`src/rtl/cond_logic.sv`:
```
// ============================================================================
// Module   : cond_logic
// Brief    : Conditional-execution stage. Holds NZCV, evaluates Cond, gates
//            the decode write strobes. Optional macro: COND_LOGIC_UNDEF_TRAP_EN
// Revision : 1.0 - initial release
// ============================================================================
`default_nettype none

module cond_logic #(
    parameter logic [3:0] FLAGS_RESET = 4'b0000
) (
    input  logic       clk,
    input  logic       reset,
    input  logic [3:0] Cond,
    input  logic [3:0] ALUFlags,
    input  logic [1:0] FlagW,
    input  logic       PCS,
    input  logic       NextPC,
    input  logic       RegW,
    input  logic       MemW,
    output logic       PCWrite,
    output logic       RegWrite,
    output logic       MemWrite,
    output logic [3:0] Flags,
`ifdef COND_LOGIC_UNDEF_TRAP_EN
    output logic       CondUndef,
`endif
    output logic       CondEx
);

    localparam logic [3:0] c_COND_EQ = 4'b0000;
    localparam logic [3:0] c_COND_NE = 4'b0001;
    localparam logic [3:0] c_COND_CS = 4'b0010;
    localparam logic [3:0] c_COND_CC = 4'b0011;
    localparam logic [3:0] c_COND_MI = 4'b0100;
    localparam logic [3:0] c_COND_PL = 4'b0101;
    localparam logic [3:0] c_COND_VS = 4'b0110;
    localparam logic [3:0] c_COND_VC = 4'b0111;
    localparam logic [3:0] c_COND_HI = 4'b1000;
    localparam logic [3:0] c_COND_LS = 4'b1001;
    localparam logic [3:0] c_COND_GE = 4'b1010;
    localparam logic [3:0] c_COND_LT = 4'b1011;
    localparam logic [3:0] c_COND_GT = 4'b1100;
    localparam logic [3:0] c_COND_LE = 4'b1101;
    localparam logic [3:0] c_COND_AL = 4'b1110;

    logic [3:0] r_flags;
    logic       r_cond_ex_d;
    logic       w_cond_ex;
    logic [1:0] w_flag_write;
    logic       w_n;
    logic       w_z;
    logic       w_c;
    logic       w_v;

    assign w_n = r_flags[3];
    assign w_z = r_flags[2];
    assign w_c = r_flags[1];
    assign w_v = r_flags[0];

    // Unlisted encodings (1111, or unknown Cond) resolve to never-execute
    always_comb begin
        w_cond_ex = 1'b0;
        case (Cond)
            c_COND_EQ: w_cond_ex = w_z;
            c_COND_NE: w_cond_ex = ~w_z;
            c_COND_CS: w_cond_ex = w_c;
            c_COND_CC: w_cond_ex = ~w_c;
            c_COND_MI: w_cond_ex = w_n;
            c_COND_PL: w_cond_ex = ~w_n;
            c_COND_VS: w_cond_ex = w_v;
            c_COND_VC: w_cond_ex = ~w_v;
            c_COND_HI: w_cond_ex = w_c & ~w_z;
            c_COND_LS: w_cond_ex = ~w_c | w_z;
            c_COND_GE: w_cond_ex = ~(w_n ^ w_v);
            c_COND_LT: w_cond_ex = w_n ^ w_v;
            c_COND_GT: w_cond_ex = ~w_z & ~(w_n ^ w_v);
            c_COND_LE: w_cond_ex = w_z | (w_n ^ w_v);
            c_COND_AL: w_cond_ex = 1'b1;
            default:   w_cond_ex = 1'b0;
        endcase
    end

    assign w_flag_write = FlagW & {2{w_cond_ex}};

    // Flags written here are only seen by the next instruction's evaluation
    always_ff @(posedge clk) begin
        if (!reset) begin
            r_flags     <= FLAGS_RESET;
            r_cond_ex_d <= 1'b0;
        end else begin
            if (w_flag_write[1]) begin
                r_flags[3:2] <= ALUFlags[3:2];
            end
            if (w_flag_write[0]) begin
                r_flags[1:0] <= ALUFlags[1:0];
            end
            r_cond_ex_d <= w_cond_ex;
        end
    end

`ifdef COND_LOGIC_UNDEF_TRAP_EN
    logic r_cond_undef;
    logic w_any_req;

    assign w_any_req = (|FlagW) | PCS | RegW | MemW;

    always_ff @(posedge clk) begin
        if (!reset) begin
            r_cond_undef <= 1'b0;
        end else begin
            r_cond_undef <= (Cond == 4'b1111) & w_any_req;
        end
    end

    assign CondUndef = r_cond_undef;
`endif

    assign PCWrite  = (PCS & r_cond_ex_d) | NextPC;
    assign RegWrite = RegW & r_cond_ex_d;
    assign MemWrite = MemW & r_cond_ex_d;
    assign Flags    = r_flags;
    assign CondEx   = w_cond_ex;

endmodule

`default_nettype wire

```
`config.mk`:
```
export PLATFORM = sky130hd
export DESIGN_NAME = cond_logic
export DESIGN_NICKNAME = d
export VERILOG_FILES = /design/src/rtl/cond_logic.sv
export SDC_FILE = /design/constraint.sdc
export NUM_CORES = 1
export LEC_CHECK = 0
export ABC_CLOCK_PERIOD_IN_PS = 2500
export CAP_MARGIN = 5
export CORE_AREA = 10 10 47 49
export CTS_CLUSTER_SIZE = 28
export DETAILED_ROUTE_END_ITERATION = 6
export DIE_AREA = 0 0 57 59
export PLACE_DENSITY = 0.71
export SLEW_MARGIN = 0
export SYNTH_ARGS = -nofsm -noshare
export SYNTH_HDL_FRONTEND = slang
export SYNTH_SLANG_ARGS = --single-unit
```
`constraint.sdc`:
```
create_clock -name clk -period 2.5 [get_ports clk]
set_clock_uncertainty 0.05 [all_clocks]
set_input_delay 0.625 -clock clk [delete_from_list [all_inputs] [get_ports clk]]
set_output_delay 0.625 -clock clk [all_outputs]
set_load 0.03 [all_outputs]
```
# Word-level counts from Yosys, hierarchy flattened
# Cells that the tools add are included.
# Widths: inputs -> output; s select.
# word_totals
regBits	5
output_inout_bits	8
word_cells	34
# classes
mux	1
bitwise_logic	15
n_eq_ne	14
n_reduce_logical	1
# op_table
cell	count
$eq 4x4->1 const B	7
$eq 4x3->1 const B	4
$pmux 1 s15	1
$eq 4x2->1 const B	2
$and 1x1->1	5
$not 1->1	5
$eq 4x1->1 const B	1
$logic_not 4->1	1
$or 1x1->1	3
$and 2x2->2	1
$xor 1x1->1	1

# Logic depth before layout (Yosys ltp)
# Gate-level depths: netlist (run 1).
# logic_depth
ltp_word	5
mapped_depth	6
ltp_nobuf	5

# Least setup slack after synthesis (run 1)
# OpenSTA, ideal clock, no wires.
# synth_timing
path_kind	input-to-output
startpoint	input Cond[0]
endpoint	output CondEx
required_time_ps	1825
n_path_buf	1
t_arrival_ps	1825
slack_ps	0
path_stages	4
path_cell_list	clkbuf_2 or4bb_1 a311oi_2 or3_1
# synth_between
elab_chain_len	2
elab_cells_between_ends	16
classes_between	14 x eq/ne; 1 x mux; 1 x reduce/logical
# synth_rtl
item	line	rtl
from (decl)	14	input logic [3:0] Cond,
$eq 4x4->1 (tied with other cells)	64	case (Cond)
$pmux 1 s15 *	64	
to (decl)	28	output logic CondEx
# Every way passes the cells marked *; elsewhere a longest branch is shown, timed or not.

# Final worst setup path (run 1)
# layout_timing
startpoint	input Cond[3]
endpoint	output CondEx
# The elaborated chain is that of the path after synthesis.

==> flow_metrics.tcl, run 1 <==
set metrics [dict create \
    violations "setup timing" \
    r2r-end "Flags[0]$_SDFFE_PN0P_" \
    tns_ns -0.1288 \
    final.setup.worst_slack_ns -0.1288 \
    num_io_pins 24 \
    first_pass_iters 4 \
    place_area_um2 758.2 \
    area_growth_pct 87.33 \
    required_ns 1.82 \
    finalHoldViolations 0 \
    coreArea_um2 1401 \
    synth_edf_count 0 \
    synth_fp_nets 73 \
    viasPerCell 5.127 \
    reg2reg_depth 8 \
    synth_top_area_share_pct 22.04 \
    yosys_most_used_dff "dfxtp_1" \
    start_kind "input port" \
    async_reset_ff_share_pct 0 \
    grt_overflow 0 \
    rsz0062_at_grt "yes" \
    critical_path_arrival_ns 1.95 \
    layout_min_cycle_time_ns 2.629 \
    outcome "complete, but fails checks" \
    max_slew_margin_pct 78.49 \
    syn_inst 57 \
    seq_area_frac_synth_pct 22.04 \
    cts.path.max_buffers 2 \
    grt_pass1_wl_um 2277 \
    crit_path_max_fanout 3 \
    power_density_nw_per_um2 393.5 \
    place_congestion 0.7171 \
    synth.distinct_cells 30 \
    synth_area_leaders "dfxtp_1 22%, mux2i_1 8.8%, nand2_1 7.4%" \
    ant_nets 0 \
    numPortBuffers 23 \
    wirelength_um 1454 \
    ctsRootBufferMaster "clkbuf_4" \
    fin_util_pct 60.71 \
    clk_latency_ns 0.24 \
    finalSetupViolCount 1 \
    r2r_slack_ns 0.43 \
    crit_path_start "Cond[3]" \
    fin_area_um2 850.8 \
    grt_start_max_net_pins 11 \
    reg2reg_from "Flags[0]$_SDFFE_PN0P_" \
    fillers 137 \
    critPathCaptureType "output pin" \
    maxCapViolCount 0 \
    cts.sinks 5 \
    layout.nets 111 \
    vias 564 \
    hp-class "reg -> reg" \
    n_antenna_cell 0 \
    hpwl_um 1188 \
    tightest_slew_ns 0.3200 \
    drc 0 \
    drt_iter0_drc 6 \
    tritoncts "yes" \
    antenna_found_initial 0 \
    hold_ws_ns 0.4756 \
    period_share_pct 105.2 \
    numCtsBuffers 3 \
    track_usage_pct 8.232 \
    die_x_um 57 \
    start_util_pct 32.41 \
    drive_gt1_share_pct 37.23 \
    maxSlewViolCount 0 \
    synth_common_cells "9 x nand2_1, 5 x dfxtp_1, 4 x and2_1, 4 x mux2i_1, 4 x o21ai_0" \
    routedWlPerCell_um 13.22 \
    syn_area_um2 454.2 \
    fmax_ghz 0.3804 \
    synth_most_common_cell "nand2_1" \
    yosysWarnings 0 \
    pre_cts_ws_ns -0.6027 \
    path_clk_slew_ns 0.04 \
    peakVddDrop_mv 0.2480 \
    synth_area_per_cell_um2 7.968 \
    htree_levels 1 \
    netlist.top_cell.by_area "dfxtp_1" \
    dieArea_um2 3363 \
    crit_type "in -> out" \
    ys_ff_latch 5 \
    crit_path_end "CondEx" \
    row_count 14 \
    grt_pass1_vias 542 \
    chipHeight_um 59 \
    power_leakage_nw 0.3801 \
]
## critical path: stages
cell and delay [ns]:
buf_6 0.10, buf_6 0.11, buf_4 0.12, mux2_2 0.25, o21ai_0 0.10, a221oi_2 0.11
or3_4 0.39, buf_6 0.15
## per-stage QoR
step | total power, mW | instances
after floorplan | 0.1624 | 57
after global placement | 0.2280 | 103
after detailed placement | 0.2296 | 103
after CTS | 0.3371 | 110
after global routing | 0.3574 | 110
final | 0.3348 | 110
## worst min-delay path by stage
stage | startpoint | to | slack (ns) | cells after the start
floorplan | Flags[1]$_SDFFE_PN0P_ | Flags[1]$_SDFFE_PN0P_ | 0.57 | 2
global placement | Flags[1]$_SDFFE_PN0P_ | Flags[1]$_SDFFE_PN0P_ | 0.47 | 2
detailed placement | Flags[3]$_SDFFE_PN0P_ | Flags[3]$_SDFFE_PN0P_ | 0.48 | 2
CTS | Flags[1]$_SDFFE_PN0P_ | Flags[1]$_SDFFE_PN0P_ | 0.49 | 2
global route | Flags[1]$_SDFFE_PN0P_ | Flags[1]$_SDFFE_PN0P_ | 0.51 | 2
finish | Flags[1]$_SDFFE_PN0P_ | Flags[1]$_SDFFE_PN0P_ | 0.48 | 2
## area by class of cell
type | instances | area, um^2 | share of cell area [%]
Clock buffer | 4 | 26.28 | 3.088
Sequential cell | 5 | 100.1 | 11.76
Tap cell | 16 | 20.02 | 2.353
Multi-Input combinational cell | 45 | 370.4 | 43.53
Timing Repair Buffer | 37 | 322.8 | 37.94
Inverter | 3 | 11.26 | 1.324
## where the power goes
group	total [mW]	switching, mW	internal [mW]
registers	0.0949	0.00865	0.0863
clock network	0.0914	0.0312	0.0602
logic	0.149	0.0658	0.0827
## flip-flops by register name (all words and copies together) (netlist names)
signal,count
Flags,4
r_cond_ex_d,1
## routing by layer
metal	up-vias	track usage, %	wire [um]
li1	279	-	-
met1	269	8.014	562
met2	16	14.73	769
met3	0	3.433	122
met4	0	4.027	0
met5	-	0	0
## logic make-up after synthesis
group,Yosys count,synth area share (%)
flops,5,22.04
mux,5,11.29
compound gates,13,23.42
xor+xnor,2,3.857
buf+inv,7,6.610
simple gates,25,32.78
## what timing repair did
item                                    in CTS  in global routing
gates resized for setup                     24                  6
cloned                                       0                  0
pin swaps                                    4                  3
endpoints found under the hold margin        0                  0
setup buffers                                3                  0
hold buffers                                 0                  0
endpoints found under the setup margin       3                  1
## cells in the final DEF, fill, tap and decap left out, types with 2 or more instances in the layout
master | netlist | layout
a221oi_2 | 1 | 2
and2_1 | 4 | 4
buf_2 | 2 | 3
buf_4 | 0 | 15
buf_6 | 0 | 4
clkbuf_4 | 0 | 3
clkdlybuf4s50_1 | 0 | 15
dfxtp_1 | 5 | 5
inv_1 | 3 | 3
mux2i_1 | 4 | 4
nand2_1 | 9 | 8
nor2_1 | 2 | 2
nor2b_1 | 2 | 2
o21ai_0 | 4 | 3
o31ai_1 | 2 | 2
(Power assumes the default switching activity.)
==> run 2: changes to the inputs <==
Settings changed: CORE_AREA 10 10 47 49 to 2 2 39 41, DIE_AREA 0 0 57 59 to 0 0 41 43.
==> flow_metrics.tcl, run 2 (synthesis results as in run 1) <==
set metrics [dict create \
    outcome "complete, but fails checks" \
    violations "setup timing" \
    maxSlewViolCount 0 \
    routedWlPerCell_um 11.67 \
    max_slew_margin_pct 76.73 \
    power_leakage_nw 0.3892 \
    start_util_pct 32.82 \
    clk_latency_ns 0.24 \
    critPathCaptureType "output pin" \
    layout_common_cells "15 x clkdlybuf4s50_1, 15 x buf_4, 8 x nand2_1" \
    hpwl_um 955.3 \
    path_cells "buf_12 > nor4bb_4 > a221oi_2 > a311oi_2 > or3_4 > buf_6" \
    pwr-share-seq_pct 28.7 \
    drc 0 \
    num_io_pins 24 \
    chipHeight_um 43 \
    required_ns 1.82 \
    cp_num_buf_inv 2 \
    antenna_found_initial 0 \
    dieArea_um2 1763 \
    finalHoldViolations 0 \
    switching_power_mw 0.1028 \
    track_usage_pct 17.47 \
    die_x_um 41 \
    period_share_pct 101.8 \
    numCtsBuffers 3 \
    fmax_ghz 0.3930 \
    critical_path_cell_count 6 \
    cts.sinks 5 \
    drt_iter0_drc 2 \
    crit_type "in -> out" \
    viasPerCell 4.870 \
    ant_nets 0 \
    hold_depth 2 \
    grt_overflow 0 \
    hold_ws_ns 0.4512 \
    vias 526 \
    reg2reg_depth 7 \
    area_growth_pct 90.36 \
    final.setup.worst_slack_ns -0.04463 \
    finalSetupViolCount 1 \
    hp-class "reg -> reg" \
    largest_register_ffs 4 \
    n_antenna_cell 0 \
    start_kind "input port" \
    pre_cts_ws_ns -0.5770 \
    rsz0062_at_grt "yes" \
    drive_gt1_share_pct 38.04 \
    maxCapViolCount 0 \
    first_pass_iters 4 \
    grt_pass1_wl_um 2139 \
    cts.path.max_buffers 2 \
    grt_start_max_net_pins 10 \
    cpPeakStageDelay_ns 0.39 \
    tritoncts "yes" \
    power_density_nw_per_um2 387.7 \
    htree_levels 1 \
    layout.nets 109 \
    path_clk_slew_ns 0.04 \
    grt_pass1_vias 523 \
    slowest_stage "or3_4" \
    place_congestion 0.6729 \
    row_count 14 \
    coreArea_um2 1384 \
    p_total_mw 0.3352 \
    crit_path_max_fanout 7 \
    instances_no_fill 108 \
    switching_share_pct 30.67 \
    ctsRootBufferMaster "clkbuf_4" \
    wirelength_um 1260 \
    critical_path_arrival_ns 1.87 \
    peakVddDrop_mv 0.3159 \
    power_frac_comb_pct 44.3 \
    clockPowerShare_pct 27.0 \
    numPortBuffers 23 \
    crit_family "simple AND/OR/NAND/NOR gates" \
    layout_min_cycle_time_ns 2.545 \
    tightest_slew_ns 0.3490 \
    dpl.cell_count 102 \
    r2r_slack_ns 0.63 \
    power.internal_mw 0.2324 \
]
==> run 2: stage by stage <==
stage          TNS (ns)  instance area (um^2)  utilization (%)
2_1_floorplan         0                 454.2                -
3_3_place_gp     -1.468                 750.7            54.25
3_5_place_dp     -1.542                 750.7            54.25
4_1_cts        -0.03632                 844.6            61.03
5_1_grt        -0.08421                 864.6            62.48
6_report       -0.04463                 864.6            62.48
==> run 2: power by group through the flow <==
| stage | clock, mW | sequential (mW) | combinational [mW] |
|---|---|---|---|
| detailed placement | 0 | 0.0960 | 0.129 |
| floorplan | 0 | 0.102 | 0.0601 |
| finish | 0.0906 | 0.0962 | 0.148 |
| global placement | 0 | 0.0956 | 0.128 |
| global route | 0.102 | 0.0974 | 0.158 |
| CTS | 0.0963 | 0.0956 | 0.144 |
==> run 2: layout make-up <==
class,count,area [um^2]
sequential,5,103.9
fill,127,519.2
inverter,3,11.26
clock buffer,4,26.28
tap,16,20.02
multi-input combinational,45,372.9
timing repair buffer,35,330.3
==> run 2: path summary, 6_finish.rpt <==
kind | from | to
setup / recovery | Cond[2] | CondEx
hold / removal | Flags[0]$_SDFFE_PN0P_ | Flags[0]$_SDFFE_PN0P_
setup reg to reg | Flags[0]$_SDFFE_PN0P_ | Flags[2]$_SDFFE_PN0P_
hold reg to reg | Flags[0]$_SDFFE_PN0P_ | Flags[0]$_SDFFE_PN0P_
==> run 2: worst min-delay path: cells and delay by family (launching register included) <==
| kind | cells | cell delay, ns |
|---|---|---|
| flops | 1 | 0.34 |
| mux | 1 | 0.05 |
| simple gates | 1 | 0.06 |
==> run 2: layer usage <==
layer  track usage [%]  vias to the layer above  routed length (um)
li1                  -                      277                   -
met1             22.51                      232                 518
met2             26.88                       17                 659
met3             1.571                        0                  82
met4             10.00                        0                   0
met5                 0                        -                   0
==> run 2: timing repair <==
item                                    in CTS  in global routing
resized for setup                           35                  6
endpoints found under the setup margin       3                  1
pin swaps                                    5                  2
setup buffers                                2                  0
hold buffers                                 0                  0
